`config.mk`:
```
export PLATFORM = sky130hd
export DESIGN_NAME = geofence_sqrt_arbiter
export DESIGN_NICKNAME = d
export VERILOG_FILES = /design/src/rtl/geofence_sqrt_arbiter.sv
export SDC_FILE = /design/constraint.sdc
export NUM_CORES = 1
export LEC_CHECK = 0
export CORE_ASPECT_RATIO = 1.1
export CORE_MARGIN = 8
export CORE_UTILIZATION = 40
export DETAILED_ROUTE_END_ITERATION = 10
export GPL_ROUTABILITY_DRIVEN = 0
export SLEW_MARGIN = 20
export SYNTH_ARGS = -nofsm -noshare
export SYNTH_HDL_FRONTEND = slang
export SYNTH_SLANG_ARGS = --single-unit
```
`constraint.sdc`:
```
create_clock -name clk -period 15.3 [get_ports clk]
set_clock_uncertainty 0.05 [all_clocks]
set_input_delay 1.53 -clock clk [delete_from_list [all_inputs] [get_ports clk]]
set_output_delay 1.53 -clock clk [all_outputs]
set_load 0.02 [all_outputs]
```
`src/rtl/geofence_sqrt_arbiter.sv`:
```
// Shared floor(sqrt) engine for the geofence datapath: arbitrates NUM_REQ requesters
// and runs a 10-step bit-serial root. Define SQRTARB_FIXED_PRIO_EN for fixed priority.
module geofence_sqrt_arbiter #(
  parameter int NUM_REQ = 2,
  parameter int RAD_W   = 20
) (
  input  logic                     clk,
  input  logic                     reset,
  input  logic [NUM_REQ-1:0]       req,
  input  logic [NUM_REQ*RAD_W-1:0] req_data,
  output logic [NUM_REQ-1:0]       gnt,
  output logic                     busy,
  output logic                     rsp_valid,
  input  logic                     rsp_ready,
  output logic [1:0]               rsp_id,
  output logic [RAD_W/2-1:0]       rsp_root
);

  localparam int RW    = RAD_W / 2;
  localparam int CNT_W = $clog2(RW);

  typedef enum logic [1:0] {IDLE, COMPUTE, RESPOND} state_t;

  state_t             state_q, state_d;
  logic [RAD_W-1:0]   rad_q;
  logic [1:0]         id_q;
  logic [RW-1:0]      ans_q;
  logic [RW-1:0]      bit_q;
  logic [CNT_W-1:0]   cnt_q;
  logic               rsp_valid_q;
  logic [1:0]         rsp_id_q;
  logic [RW-1:0]      rsp_root_q;

  logic               win_found;
  logic [1:0]         win_idx;
  logic [3:0]         req_pad;
  logic [RAD_W-1:0]   data_arr [4];
  logic [RW-1:0]      step_ans;
  logic               last_iter;

  // One restoring-root step: keep the trial bit if its square still fits.
  function automatic logic [RW-1:0] sqrt_step(input logic [RW-1:0]    ans,
                                              input logic [RW-1:0]    bitv,
                                              input logic [RAD_W-1:0] rad);
    logic [RW-1:0]    trial;
    logic [RAD_W-1:0] sq;
    trial = ans | bitv;
    sq    = RAD_W'(trial) * RAD_W'(trial);
    return (sq <= rad) ? trial : ans;
  endfunction

  assign req_pad = 4'(req);

  for (genvar g = 0; g < 4; g++) begin : g_data
    if (g < NUM_REQ) begin : g_used
      assign data_arr[g] = req_data[g*RAD_W +: RAD_W];
    end else begin : g_pad
      assign data_arr[g] = '0;
    end
  end

`ifdef SQRTARB_FIXED_PRIO_EN
  always_comb begin
    win_found = 1'b0;
    win_idx   = '0;
    for (int k = NUM_REQ - 1; k >= 0; k--) begin
      if (req_pad[2'(k)]) begin
        win_found = 1'b1;
        win_idx   = 2'(k);
      end
    end
  end
`else
  logic [1:0] rr_q;
  logic [2:0] cand;

  // Round-robin search starting at rr_q, wrapping modulo NUM_REQ.
  always_comb begin
    win_found = 1'b0;
    win_idx   = '0;
    cand      = '0;
    for (int k = 0; k < NUM_REQ; k++) begin
      cand = {1'b0, rr_q} + 3'(k);
      if (cand >= 3'(NUM_REQ)) cand = cand - 3'(NUM_REQ);
      if (!win_found && req_pad[cand[1:0]]) begin
        win_found = 1'b1;
        win_idx   = cand[1:0];
      end
    end
  end
`endif

  assign step_ans  = sqrt_step(ans_q, bit_q, rad_q);
  assign last_iter = (cnt_q == CNT_W'(RW - 1));

  always_comb begin
    state_d = state_q;
    unique case (state_q)
      IDLE:    if (win_found) state_d = COMPUTE;
      COMPUTE: if (last_iter) state_d = RESPOND;
      RESPOND: if (rsp_ready) state_d = IDLE;
      default: state_d = IDLE;
    endcase
  end

  always_ff @(posedge clk) begin
    if (reset) begin
      state_q     <= IDLE;
      rad_q       <= '0;
      id_q        <= '0;
      ans_q       <= '0;
      bit_q       <= '0;
      cnt_q       <= '0;
      rsp_valid_q <= 1'b0;
      rsp_id_q    <= '0;
      rsp_root_q  <= '0;
`ifndef SQRTARB_FIXED_PRIO_EN
      rr_q        <= '0;
`endif
    end else begin
      state_q <= state_d;
      unique case (state_q)
        IDLE: begin
          if (win_found) begin
            rad_q <= data_arr[win_idx];
            id_q  <= win_idx;
            ans_q <= '0;
            bit_q <= RW'(1) << (RW - 1);
            cnt_q <= '0;
          end
        end
        COMPUTE: begin
          ans_q <= step_ans;
          bit_q <= bit_q >> 1;
          cnt_q <= cnt_q + CNT_W'(1);
          if (last_iter) begin
            rsp_root_q  <= step_ans;
            rsp_id_q    <= id_q;
            rsp_valid_q <= 1'b1;
          end
        end
        RESPOND: begin
          if (rsp_ready) begin
            rsp_valid_q <= 1'b0;
`ifndef SQRTARB_FIXED_PRIO_EN
            rr_q        <= (id_q == 2'(NUM_REQ - 1)) ? 2'd0 : id_q + 2'd1;
`endif
          end
        end
        default: ;
      endcase
    end
  end

  // Grants only from IDLE and never while reset is being applied.
  assign gnt       = (state_q == IDLE && win_found && !reset) ? NUM_REQ'(4'b0001 << win_idx) : '0;
  assign busy      = (state_q != IDLE);
  assign rsp_valid = rsp_valid_q;
  assign rsp_id    = rsp_id_q;
  assign rsp_root  = rsp_root_q;

endmodule

```
### Word-level counts from Yosys, hierarchy flattened

Cells that the tools add are included.
W data, S select, Z words.

| cells by class | value |
|---|---|
| $add $sub $neg | 5 |
| $mul | 1 |
| div/mod/pow operators | 0 |
| magnitude comparators | 6 |
| eq/ne operators | 7 |
| shift-type cells | 1 |
| muxes and demuxes | 29 |
| bitwise logic cells | 2 |
| reduce and logical (&&, ||, !) cells | 15 |

Operators with widths:

| kind | number |
|---|---|
| $bmux W20 S2 | 1 |
| $mux W20 | 2 |
| $pmux W10 S2 | 2 |
| $mux W10 | 3 |
| $le A20 B20 Y1 | 1 |
| $mul A10 B10 Y20 | 1 |
| $mux W2 | 9 |
| $or A10 B10 Y10 | 1 |
| $pmux W4 S2 | 1 |
| $reduce_and A2 Y1 | 4 |
| $lt A2 B3 Y1 const B | 2 |
| $mux W1 | 6 |
| $ne A2 B2 Y1 const B | 3 |
| $pmux W2 S3 | 1 |
| $reduce_and A3 Y1 | 2 |
| $reduce_bool A2 Y1 | 3 |
| $add A4 B1 Y4 const B | 1 |
| $bmux W1 S2 | 2 |
| $eq A2 B1 Y1 const B | 2 |
| $eq A4 B4 Y1 const B | 1 |
| $mux W4 | 1 |
| $sub A2 B2 Y2 const B | 2 |
| $add A2 B1 Y3 const B | 1 |
| $ge A3 B2 Y1 const B | 1 |
| other kinds (10) | 13 |

| word-level totals | value |
|---|---|
| register bits | 63 |
| latch bits | 0 |
| RAM bits | 0 |
| bits in read-only memories | 0 |
| input port bits | 45 |
| output and inout port bits | 16 |
| memories kept | 0 |

### Logic depth before layout (Yosys ltp)

Gate-level depths: netlist of the first run.

| depth | value |
|---|---|
| word-level depth | 12 |
| mapped depth | 29 |
| mapped depth without buffers | 28 |

### Worst setup path after synthesis of the first run

No wires, ideal clock.

| path | value |
|---|---|
| path type | reg-to-reg |
| start point | register bit_q[7] |
| end point | register ans_q[0] |
| setup time | 0.060 ns |
| arrival | 6.564 ns |
| setup slack | 8.626 ns |
| cell stages (with the launch flop) | 26 |
| buffers on the path | 0 |
| period minus slack after synthesis | 6.674 ns |
| cell sequence | dfxtp_1 > nor2_1 > clkinv_1 > nand2_1 > fa_1 > fa_1 > inv_1 > fa_1 > fa_1 > inv_1 > fa_1 > inv_1 > ha_1 > a21o_1 > a31o_2 > a31oi_1 > o21ai_0 > a211oi_1 > nor2_1 > ha_1 > and2_0 > a221o_1 > a21oi_1 > o21ai_1 > a211oi_4 > a22o_1 |

| on the way | value |
|---|---|
| longest elaborated chain between the ends | 5 |

RTL lines:

| what | RTL line | text |
|---|---|---|
| from (decl) | 28 | `logic [RW-1:0] bit_q;` |
| from (signal assigned) | 128 | `bit_q <= RW'(1) << (RW - 1);` |
| from (signal assigned) | 134 | `bit_q <= bit_q >> 1;` |
| $or A10 B10 Y10 | 47 | `trial = ans \| bitv;` |
| $mul A10 B10 Y20 | 48 | `sq = RAD_W'(trial) * RAD_W'(trial);` |
| $le A20 B20 Y1 | 49 | `return (sq <= rad) ? trial : ans;` |
| $mux W10 | 49 |  |
| $pmux W10 S2 | 122 | `unique case (state_q)` |
| to (signal assigned) | 133 | `ans_q <= step_ans;` |
| to (decl) | 27 | `logic [RW-1:0] ans_q;` |

Every way passes these cells.
A chain may end at the register's enable or synchronous reset.

### Worst setup path in the final report of the first run

| path | value |
|---|---|
| start point | register bit_q[2] |
| end point | register rsp_root_q[2] (netlist: rsp_root[2]) |

| on the way | value |
|---|---|
| longest elaborated chain between the ends | 4 |

RTL lines:

| what | RTL line | text |
|---|---|---|
| $or A10 B10 Y10 (*) | 47 |  |
| $mul A10 B10 Y20 | 48 |  |
| $le A20 B20 Y1 | 49 |  |
| $mux W10 (*) | 49 |  |
| to (signal assigned) | 137 | `rsp_root_q <= step_ans;` |
| to (decl) | 32 | `logic [RW-1:0] rsp_root_q;` |

Mark *: on every way between the ends. The rest lies on a longest branch, timed or not.

==> impl_metrics.xml, run 1 <==
<?xml version="1.0" encoding="UTF-8"?>
<metrics>
  <group name="timing">
    <metric name="final.period_utilization" unit="%">49.08</metric>
    <metric name="timing.max_slew.rel_slack" unit="%">41.53</metric>
    <metric name="final_period_minus_worst_setup_slack" unit="ns">7.510</metric>
    <metric name="setup_violations" unit="">0</metric>
    <metric name="worstMarginPinSlew" unit="ns">0.8753</metric>
    <metric name="max_clk_rate" unit="MHz">133.2</metric>
    <metric name="slew_violations" unit="">0</metric>
    <metric name="rsz_0062_raised_after_global_routing" unit="">false</metric>
    <metric name="fin_tns_setup" unit="ns">0</metric>
    <metric name="hold_viol" unit="">0</metric>
  </group>
  <group name="setup_path">
    <metric name="required" unit="ns">15.50</metric>
    <metric name="worstRegToRegCells" unit="">25</metric>
    <metric name="crit-reg2reg-launch" unit="">bit_q[2]</metric>
    <metric name="critical_path.startpoint_type" unit="">flip-flop</metric>
    <metric name="crit_fanout" unit="">10</metric>
    <metric name="regToRegEndpoint" unit="">rsp_root[2]</metric>
    <metric name="timing.setup.critical_path_class" unit="">flip-flop to flip-flop</metric>
    <metric name="r2r_slack" unit="ns">7.79</metric>
    <metric name="worst_ep_arrival" unit="ns">7.71</metric>
    <metric name="critical_path.endpoint_type" unit="">flip-flop</metric>
  </group>
  <group name="grt">
    <metric name="grt_max_degree" unit="">59</metric>
    <metric name="initial_antenna_violation_count" unit="">0</metric>
    <metric name="first_global_vias" unit="">4863</metric>
    <metric name="grt.overflow.total" unit="">0</metric>
    <metric name="grt_usage" unit="%">15.12</metric>
    <metric name="first_pass_grt_wire_length" unit="um">22680</metric>
  </group>
  <group name="logic_synthesis">
    <metric name="synth_sequential_area_ratio" unit="%">21.65</metric>
    <metric name="synth.net_count" unit="">828</metric>
    <metric name="synth_warnings" unit="">0</metric>
    <metric name="syn-cell-area" unit="um^2">5824</metric>
    <metric name="synthesis.instances" unit="">667</metric>
    <metric name="ys_seq_elements" unit="">63</metric>
    <metric name="number_of_different_library_cells_in_the_post_synthesis_netlist" unit="">58</metric>
    <metric name="synthFlopType" unit="">sky130_fd_sc_hd__dfxtp_1</metric>
    <metric name="synth.avg_cell_area" unit="um^2">8.732</metric>
    <metric name="asyncSetResetFlopFracSynth" unit="%">0</metric>
    <metric name="synth_enable_flop_cells" unit="">0</metric>
  </group>
  <group name="floorplanning">
    <metric name="ioPinCount" unit="">61</metric>
    <metric name="fp.coreArea" unit="um^2">14330</metric>
    <metric name="chipHeight" unit="um">142.6</metric>
    <metric name="row_count" unit="">46</metric>
    <metric name="start_util" unit="%">40.64</metric>
    <metric name="floorplan.die_area" unit="um^2">18680</metric>
    <metric name="dieWidth" unit="um">131.1</metric>
  </group>
  <group name="worst_hold_path">
    <metric name="timing.hold.worst.start" unit="">rr_q[1]</metric>
    <metric name="worstHoldPathCells" unit="">2</metric>
    <metric name="hold_path.class" unit="">flip-flop to flip-flop</metric>
    <metric name="hold_path_end" unit="">rr_q[1]</metric>
  </group>
  <group name="detailed_routing">
    <metric name="via_per_inst" unit="">5.106</metric>
    <metric name="ant_nets" unit="">0</metric>
    <metric name="wirelength" unit="um">13460</metric>
    <metric name="routed-wl-met2" unit="um">6963</metric>
    <metric name="routed-wl-met3" unit="um">440</metric>
    <metric name="top_layer" unit="">met4</metric>
    <metric name="routed_wire_length_per_instance" unit="um">14.74</metric>
    <metric name="post_route_drc_violation_count" unit="">0</metric>
    <metric name="routed-via-count" unit="">4662</metric>
    <metric name="detailedRoute.firstIterationViolations" unit="">192</metric>
    <metric name="wl_met1" unit="um">5800</metric>
    <metric name="drt_first_pass_iters" unit="">7</metric>
  </group>
  <group name="place">
    <metric name="placedCellCount" unit="">896</metric>
    <metric name="io_buffers" unit="">60</metric>
    <metric name="dpl-instance-area" unit="um^2">6586</metric>
    <metric name="hpwlAfterDp" unit="um">11150</metric>
  </group>
  <group name="clock_network">
    <metric name="post_cts_resize_count" unit="">0</metric>
    <metric name="ctsLongestPathBuffers" unit="">2</metric>
    <metric name="cts_tree" unit="">built</metric>
    <metric name="clock_tree_root_driver_cell" unit="">sky130_fd_sc_hd__clkbuf_16</metric>
    <metric name="cts-hold-fix-buffers" unit="">0</metric>
    <metric name="post-cts-setup-buffers" unit="">0</metric>
    <metric name="htreeDepth" unit="">3</metric>
    <metric name="clkLatencyLatePin" unit="ns">0.32</metric>
    <metric name="path_clk_slew" unit="ns">0.05</metric>
    <metric name="numCtsBuffers" unit="">9</metric>
    <metric name="cts_num_sinks" unit="">63</metric>
  </group>
  <group name="final_layout">
    <metric name="antenna_cells" unit="">0</metric>
    <metric name="drive_above_1_share" unit="%">6.241</metric>
    <metric name="synthToLayoutAreaGrowth" unit="%">19.27</metric>
    <metric name="final_nets" unit="">877</metric>
    <metric name="post_layout_nonfiller_instances" unit="">913</metric>
    <metric name="final_area" unit="um^2">6947</metric>
  </group>
  <group name="power_and_ir_drop">
    <metric name="ir_drop" unit="uV">55.21</metric>
    <metric name="netSwitchingFraction" unit="%">22.92</metric>
    <metric name="power.sequential.fraction" unit="%">38.4</metric>
    <metric name="power.density_cell_area" unit="nW/um^2">65.40</metric>
    <metric name="power.static_leakage" unit="nW">3.313</metric>
    <metric name="net-switching-power" unit="uW">104.1</metric>
    <metric name="internal_power" unit="uW">350.2</metric>
    <metric name="pwr-share-clk" unit="%">48.9</metric>
    <metric name="totalPowerFinal" unit="uW">454.3</metric>
    <metric name="pwr-share-comb" unit="%">12.8</metric>
  </group>
  <group name="status">
    <metric name="status" unit="">finished, final reports clean</metric>
  </group>
  <group name="run">
    <metric name="number_of_maximum_capacitance_violations" unit="">0</metric>
  </group>
</metrics>
[routing by layer]
layer  vias up  global-route usage, %
li1       2355                      -
met1      2212                  17.94
met2        78                  26.85
met3        17                  2.624
met4         0                  4.658
met5         -                      0
[logic make-up after synthesis]
kind of cell,count (synthesis),synth area share (%)
adder cells (fa/ha/maj),116,30.98
XOR/XNOR,18,2.707
AND/OR/NAND/NOR,185,15.06
multiplexers,34,5.886
flip-flops,63,21.65
buffers and inverters,124,8.185
AO/OA/AOI/OAI,127,15.53
[area by class of cell]
type,instances,area [um^2]
Clock buffer,12,256.5
Clock inverter,4,76.32
Fill cell,1387,7385
Inverter,98,374.1
Multi-Input combinational cell,480,4093
Sequential cell,63,1261
Tap cell,192,240.2
Timing Repair Buffer,64,645.6
[layout by cell type, fill, tap and decap left out, drive strengths merged, types with 3 or more instances in the layout]
master	count
xnor2	15
clkdlybuf4s50	59
nand2	44
clkbuf	12
a22o	10
o2bb2ai	10
nand3	16
nand3b	4
and2	4
and4	3
fa	47
or2	10
a21oi	38
a221oi	3
mux2i	32
ha	69
o211ai	4
a211oi	24
a21o	9
dfxtp	63
o21ai	14
nand2b	5
nor3	5
nor2b	4
xor2	3
and3	5
nand4	5
clkinv	4
buf	5
nor2	76
inv	95
[worst max-delay path, stage by stage (launching register included)]
cell                        delay (ns)
sky130_fd_sc_hd__dfxtp_1          0.34
sky130_fd_sc_hd__nor2_1           0.33
sky130_fd_sc_hd__clkinv_1         0.32
sky130_fd_sc_hd__nand2_1          0.20
sky130_fd_sc_hd__fa_1             0.47
sky130_fd_sc_hd__fa_1             0.54
sky130_fd_sc_hd__inv_1            0.05
sky130_fd_sc_hd__fa_1             0.51
sky130_fd_sc_hd__fa_1             0.55
sky130_fd_sc_hd__inv_1            0.05
sky130_fd_sc_hd__fa_1             0.54
sky130_fd_sc_hd__inv_1            0.04
sky130_fd_sc_hd__ha_1             0.36
sky130_fd_sc_hd__a21o_1           0.18
sky130_fd_sc_hd__a31o_2           0.20
sky130_fd_sc_hd__a31oi_1          0.35
sky130_fd_sc_hd__o21ai_0          0.23
sky130_fd_sc_hd__a211oi_1         0.28
sky130_fd_sc_hd__nor2_1           0.08
sky130_fd_sc_hd__ha_1             0.29
sky130_fd_sc_hd__and2_0           0.17
sky130_fd_sc_hd__a221o_1          0.31
sky130_fd_sc_hd__a21oi_1          0.15
sky130_fd_sc_hd__o21ai_1          0.16
sky130_fd_sc_hd__a21boi_2         0.50
sky130_fd_sc_hd__o2bb2ai_1        0.17
[Yosys cell counts, types with 2 or more instances]
| cell | instances | area share [%] |
|---|---|---|
| sky130_fd_sc_hd__nor2b_1 | 4 | 0.43 |
| sky130_fd_sc_hd__a21oi_1 | 38 | 3.3 |
| sky130_fd_sc_hd__mux2i_1 | 32 | 5.5 |
| sky130_fd_sc_hd__nor3b_1 | 2 | 0.26 |
| sky130_fd_sc_hd__a221oi_1 | 3 | 0.45 |
| sky130_fd_sc_hd__o21ai_1 | 3 | 0.26 |
| sky130_fd_sc_hd__nor2_4 | 2 | 0.39 |
| sky130_fd_sc_hd__nand2_1 | 44 | 2.8 |
| sky130_fd_sc_hd__a2111o_1 | 2 | 0.39 |
| sky130_fd_sc_hd__nand3_1 | 16 | 1.4 |
| sky130_fd_sc_hd__xnor2_1 | 15 | 2.3 |
| sky130_fd_sc_hd__o21ai_0 | 11 | 0.95 |
| sky130_fd_sc_hd__or2_2 | 9 | 0.97 |
| sky130_fd_sc_hd__nor2_1 | 73 | 4.7 |
| sky130_fd_sc_hd__inv_1 | 94 | 6.1 |
| sky130_fd_sc_hd__and2_1 | 3 | 0.32 |
| sky130_fd_sc_hd__xor2_1 | 3 | 0.45 |
| sky130_fd_sc_hd__and3_1 | 5 | 0.54 |
| sky130_fd_sc_hd__a221o_1 | 2 | 0.34 |
| sky130_fd_sc_hd__clkbuf_1 | 21 | 1.4 |
| sky130_fd_sc_hd__and4_1 | 3 | 0.45 |
| sky130_fd_sc_hd__nand4_1 | 5 | 0.54 |
| sky130_fd_sc_hd__mux2_2 | 2 | 0.39 |
| sky130_fd_sc_hd__ha_1 | 69 | 15 |
| sky130_fd_sc_hd__a211oi_1 | 23 | 3.0 |
| sky130_fd_sc_hd__dfxtp_1 | 63 | 22 |
| sky130_fd_sc_hd__buf_1 | 3 | 0.19 |
| sky130_fd_sc_hd__clkinv_1 | 2 | 0.13 |
| sky130_fd_sc_hd__nor3_1 | 4 | 0.34 |
| sky130_fd_sc_hd__nand2b_1 | 5 | 0.54 |
| sky130_fd_sc_hd__nand3b_1 | 4 | 0.52 |
| sky130_fd_sc_hd__o2bb2ai_1 | 10 | 1.5 |
| sky130_fd_sc_hd__fa_1 | 47 | 16 |
| sky130_fd_sc_hd__a21o_1 | 9 | 1.2 |
| sky130_fd_sc_hd__a22o_1 | 10 | 1.5 |
| sky130_fd_sc_hd__a31oi_1 | 2 | 0.21 |
| sky130_fd_sc_hd__o211ai_1 | 3 | 0.39 |
[power by group through the flow]
stage / combinational (mW) / sequential (mW) / clock, mW
2_1_floorplan: 0.0366 / 0.177 / 0
3_3_place_gp: 0.0559 / 0.178 / 0
3_5_place_dp: 0.0575 / 0.178 / 0
4_1_cts: 0.0578 / 0.174 / 0.226
5_1_grt: 0.0648 / 0.175 / 0.233
6_report: 0.0579 / 0.174 / 0.222
[how the worst max path moves through the flow]
stage,slack [ns],to,from
after floorplan,8.63,ans_q[0],bit_q[7]
after global placement,8.08,rsp_root[4],bit_q[2]
after detailed placement,7.88,rsp_root[8],bit_q[2]
after CTS,7.84,rsp_root[8],bit_q[2]
after global routing,7.32,ans_q[5],bit_q[7]
final,7.79,rsp_root[2],bit_q[2]
[through the flow]
step / setup WS [ns] / util (%) / hold WS, ns
after global placement: 8.080 / 45.96 / 0.4270
after CTS: 7.837 / 48.28 / 0.4519
after floorplan: 8.626 / - / 0.3940
after global routing: 7.319 / 48.47 / 0.4609
final: 7.790 / 48.47 / 0.4480
after detailed placement: 7.884 / 45.96 / 0.4360
[sequential cells by signal (all words and copies together), names as in the netlist]
name and cells:
id_q 2, rsp_root 10, cnt_q 4, state_q 2, rsp_id 2, rad_q 20
rsp_valid 1, rr_q 2, ans_q 10, bit_q 10
Note: power is estimated with default switching activity, not from simulation.
==> run 2, diff against run 1 <==
==> constraint.sdc (replaced) <==
create_clock -name clk -period 7 [get_ports clk]
set_clock_uncertainty 0.05 [all_clocks]
set_input_delay 0.7 -clock clk [delete_from_list [all_inputs] [get_ports clk]]
set_output_delay 0.7 -clock clk [all_outputs]
set_load 0.02 [all_outputs]
==> run 2 against run 1 <==
Net effect: combinational power up 130%; clock power is 120% higher; die area unchanged; via count up 2.4%; hold slack better by 0.00091 ns; sequential cell count stayed put; sequential power rose by 120%; critical path type unchanged; highest routed layer unchanged.
==> impl_metrics.xml, run 2 (synthesis results as in run 1) <==
<?xml version="1.0" encoding="UTF-8"?>
<metrics>
  <group name="final_layout">
    <metric name="final_nets" unit="">893</metric>
    <metric name="synthToLayoutAreaGrowth" unit="%">21.78</metric>
    <metric name="largest-register" unit="">rad_q</metric>
    <metric name="mostFrequentLayoutCells" unit="">92 x sky130_fd_sc_hd__inv_1, 71 x sky130_fd_sc_hd__nor2_1, 68 x sky130_fd_sc_hd__ha_1, 63 x sky130_fd_sc_hd__dfxtp_1, 59 x sky130_fd_sc_hd__clkdlybuf4s50_1</metric>
    <metric name="drive_above_1_share" unit="%">9.498</metric>
    <metric name="seqCellArea" unit="um^2">1261</metric>
    <metric name="layout_commonest_cell" unit="">sky130_fd_sc_hd__inv_1</metric>
    <metric name="footprint_of_the_multi_input_gates" unit="um^2">4134</metric>
    <metric name="fillers" unit="">1365</metric>
    <metric name="final_area" unit="um^2">7093</metric>
    <metric name="antenna_cells" unit="">0</metric>
    <metric name="largest_register_ff_count" unit="">20</metric>
  </group>
  <group name="power_and_ir_drop">
    <metric name="power.density_cell_area" unit="nW/um^2">141.4</metric>
    <metric name="ir_drop" unit="uV">152.4</metric>
    <metric name="net-switching-power" unit="uW">244.3</metric>
    <metric name="power.static_leakage" unit="nW">3.384</metric>
    <metric name="pwr-share-clk" unit="%">48.9</metric>
    <metric name="internal_power" unit="uW">758.4</metric>
    <metric name="pwr-share-comb" unit="%">13.2</metric>
    <metric name="netSwitchingFraction" unit="%">24.37</metric>
    <metric name="power.sequential.fraction" unit="%">37.9</metric>
  </group>
  <group name="detailed_routing">
    <metric name="wirelength" unit="um">14320</metric>
    <metric name="detailedRoute.firstIterationViolations" unit="">325</metric>
    <metric name="routed_wire_length_per_instance" unit="um">15.41</metric>
    <metric name="via_per_inst" unit="">5.137</metric>
    <metric name="ant_nets" unit="">0</metric>
    <metric name="drt_first_pass_iters" unit="">4</metric>
    <metric name="post_route_drc_violation_count" unit="">0</metric>
    <metric name="routed-via-count" unit="">4772</metric>
  </group>
  <group name="status">
    <metric name="status" unit="">finished, final reports clean</metric>
  </group>
  <group name="clock_network">
    <metric name="cts-hold-fix-buffers" unit="">0</metric>
    <metric name="clock_tree_root_driver_cell" unit="">sky130_fd_sc_hd__clkbuf_16</metric>
    <metric name="cts_tree" unit="">built</metric>
    <metric name="ctsLongestPathBuffers" unit="">2</metric>
    <metric name="numCtsBuffers" unit="">9</metric>
    <metric name="cts_num_sinks" unit="">63</metric>
    <metric name="post-cts-setup-buffers" unit="">0</metric>
    <metric name="clkLatencyLatePin" unit="ns">0.33</metric>
    <metric name="path_clk_slew" unit="ns">0.05</metric>
    <metric name="htreeDepth" unit="">3</metric>
  </group>
  <group name="timing">
    <metric name="setup_violations" unit="">0</metric>
    <metric name="worstMarginPinSlew" unit="ns">0.8698</metric>
    <metric name="final_period_minus_worst_setup_slack" unit="ns">6.749</metric>
    <metric name="max_clk_rate" unit="MHz">148.2</metric>
    <metric name="timing.max_slew.rel_slack" unit="%">41.89</metric>
    <metric name="hold_viol" unit="">0</metric>
    <metric name="slew_violations" unit="">0</metric>
    <metric name="final.period_utilization" unit="%">96.42</metric>
    <metric name="hold-worst-slack" unit="ns">0.4489</metric>
  </group>
  <group name="grt">
    <metric name="initial_antenna_violation_count" unit="">0</metric>
    <metric name="grt_usage" unit="%">15.94</metric>
    <metric name="first_pass_grt_wire_length" unit="um">23650</metric>
    <metric name="first_global_vias" unit="">4908</metric>
    <metric name="grt.overflow.total" unit="">0</metric>
    <metric name="grt_max_degree" unit="">59</metric>
  </group>
  <group name="floorplanning">
    <metric name="ioPinCount" unit="">61</metric>
    <metric name="row_count" unit="">46</metric>
    <metric name="chipHeight" unit="um">142.6</metric>
    <metric name="dieWidth" unit="um">131.1</metric>
    <metric name="floorplan.die_area" unit="um^2">18680</metric>
    <metric name="fp.coreArea" unit="um^2">14330</metric>
    <metric name="start_util" unit="%">40.64</metric>
  </group>
  <group name="worst_hold_path">
    <metric name="hold_path.class" unit="">flip-flop to flip-flop</metric>
  </group>
  <group name="setup_path">
    <metric name="required" unit="ns">7.23</metric>
    <metric name="crit_fanout" unit="">10</metric>
    <metric name="worst_ep_arrival" unit="ns">6.98</metric>
    <metric name="timing.setup.critical_path_class" unit="">flip-flop to flip-flop</metric>
    <metric name="critical_path.endpoint_type" unit="">flip-flop</metric>
    <metric name="critical_path.startpoint_type" unit="">flip-flop</metric>
  </group>
  <group name="place">
    <metric name="hpwlAfterDp" unit="um">11510</metric>
    <metric name="io_buffers" unit="">60</metric>
    <metric name="dpl-instance-area" unit="um^2">6714</metric>
  </group>
  <group name="run">
    <metric name="number_of_maximum_capacitance_violations" unit="">0</metric>
  </group>
</metrics>
-- run 2: cell types whose count changed in the layout (fill, tap and decap cells not counted), moves of 2 or more --
cell                      delta
sky130_fd_sc_hd__buf_4      +16
sky130_fd_sc_hd__inv_1       -2
sky130_fd_sc_hd__inv_2       +2
sky130_fd_sc_hd__o21ai_0     -3
sky130_fd_sc_hd__o21ai_1     +2
-- run 2: worst paths after layout --
| path | cells after the start | to | from | slack, ns |
|---|---|---|---|---|
| setup reg to reg | 26 | ans_q[1] | bit_q[5] | 0.25 |
| hold reg to reg | 2 | rad_q[13] | rad_q[13] | 0.45 |
| setup / recovery | 26 | ans_q[1] | bit_q[5] | 0.25 |
| hold / removal | 2 | rad_q[13] | rad_q[13] | 0.45 |
-- run 2: layout make-up --
class	count	share of cell area (%)
clock inverters	6	1.305
flip-flops and latches	63	17.78
multi-input cells	480	58.28
clock buffers	10	3.369
inverters	98	5.310
well taps	192	3.387
repair buffers	80	10.57
-- run 2: power by group through the flow --
stage	clock network [mW]	logic [mW]	registers, mW
finish	0.491	0.132	0.380
CTS	0.498	0.131	0.380
detailed placement	0	0.131	0.388
floorplan	0	0.0800	0.386
global placement	0	0.128	0.387
global route	0.515	0.146	0.382
-- run 2: worst max-delay path, cell delays in order (launching register included) --
cell	delay, ns
sky130_fd_sc_hd__dfxtp_1	0.34
sky130_fd_sc_hd__or2_2	0.38
sky130_fd_sc_hd__inv_4	0.11
sky130_fd_sc_hd__nor2_1	0.07
sky130_fd_sc_hd__fa_1	0.46
sky130_fd_sc_hd__fa_1	0.52
sky130_fd_sc_hd__inv_1	0.05
sky130_fd_sc_hd__fa_1	0.47
sky130_fd_sc_hd__inv_1	0.05
sky130_fd_sc_hd__fa_1	0.53
sky130_fd_sc_hd__inv_1	0.05
sky130_fd_sc_hd__fa_1	0.54
sky130_fd_sc_hd__inv_1	0.05
sky130_fd_sc_hd__ha_2	0.33
sky130_fd_sc_hd__a21oi_1	0.20
sky130_fd_sc_hd__nand3b_1	0.21
sky130_fd_sc_hd__o211ai_4	0.14
sky130_fd_sc_hd__a2111o_1	0.39
sky130_fd_sc_hd__o211a_1	0.12
sky130_fd_sc_hd__ha_1	0.29
sky130_fd_sc_hd__and4_1	0.22
sky130_fd_sc_hd__nand4_1	0.15
sky130_fd_sc_hd__nor3_1	0.20
sky130_fd_sc_hd__nand2_1	0.18
sky130_fd_sc_hd__a211oi_4	0.28
sky130_fd_sc_hd__buf_6	0.18
sky130_fd_sc_hd__a22o_1	0.13
-- run 2: timing repair --
action                     in CTS  in global routing
setup endpoints to repair       1                 20
pin swaps                       0                  1
cloned                          0                  0
gates resized for setup         1                 15
-- run 2: layer usage --
layer | share of wire (%) | global-route usage [%] | vias to the layer above | routed length (um)
met5 | 0 | 0 | - | 0
met1 | 43 | 19.01 | 2286 | 6168
li1 | - | - | 2387 | -
met4 | 1.7 | 5.263 | 0 | 246
met2 | 51 | 27.74 | 82 | 7358
met3 | 3.8 | 3.111 | 17 | 541
-- run 2: stage by stage --
| stage | setup slack, ns | setup TNS [ns] | instances | util [%] | power (mW) |
|---|---|---|---|---|---|
| after CTS | 0.08689 | 0 | 929 | 49.21 | 1.010 |
| final | 0.2506 | 0 | 929 | 49.49 | 1.003 |
| after global placement | 0.1429 | 0 | 913 | 46.85 | 0.5147 |
| after global routing | -0.03276 | -0.2337 | 929 | 49.49 | 1.043 |
| after floorplan | 0.3263 | 0 | 667 | - | 0.4660 |
| after detailed placement | 0.02109 | 0 | 913 | 46.85 | 0.5184 |
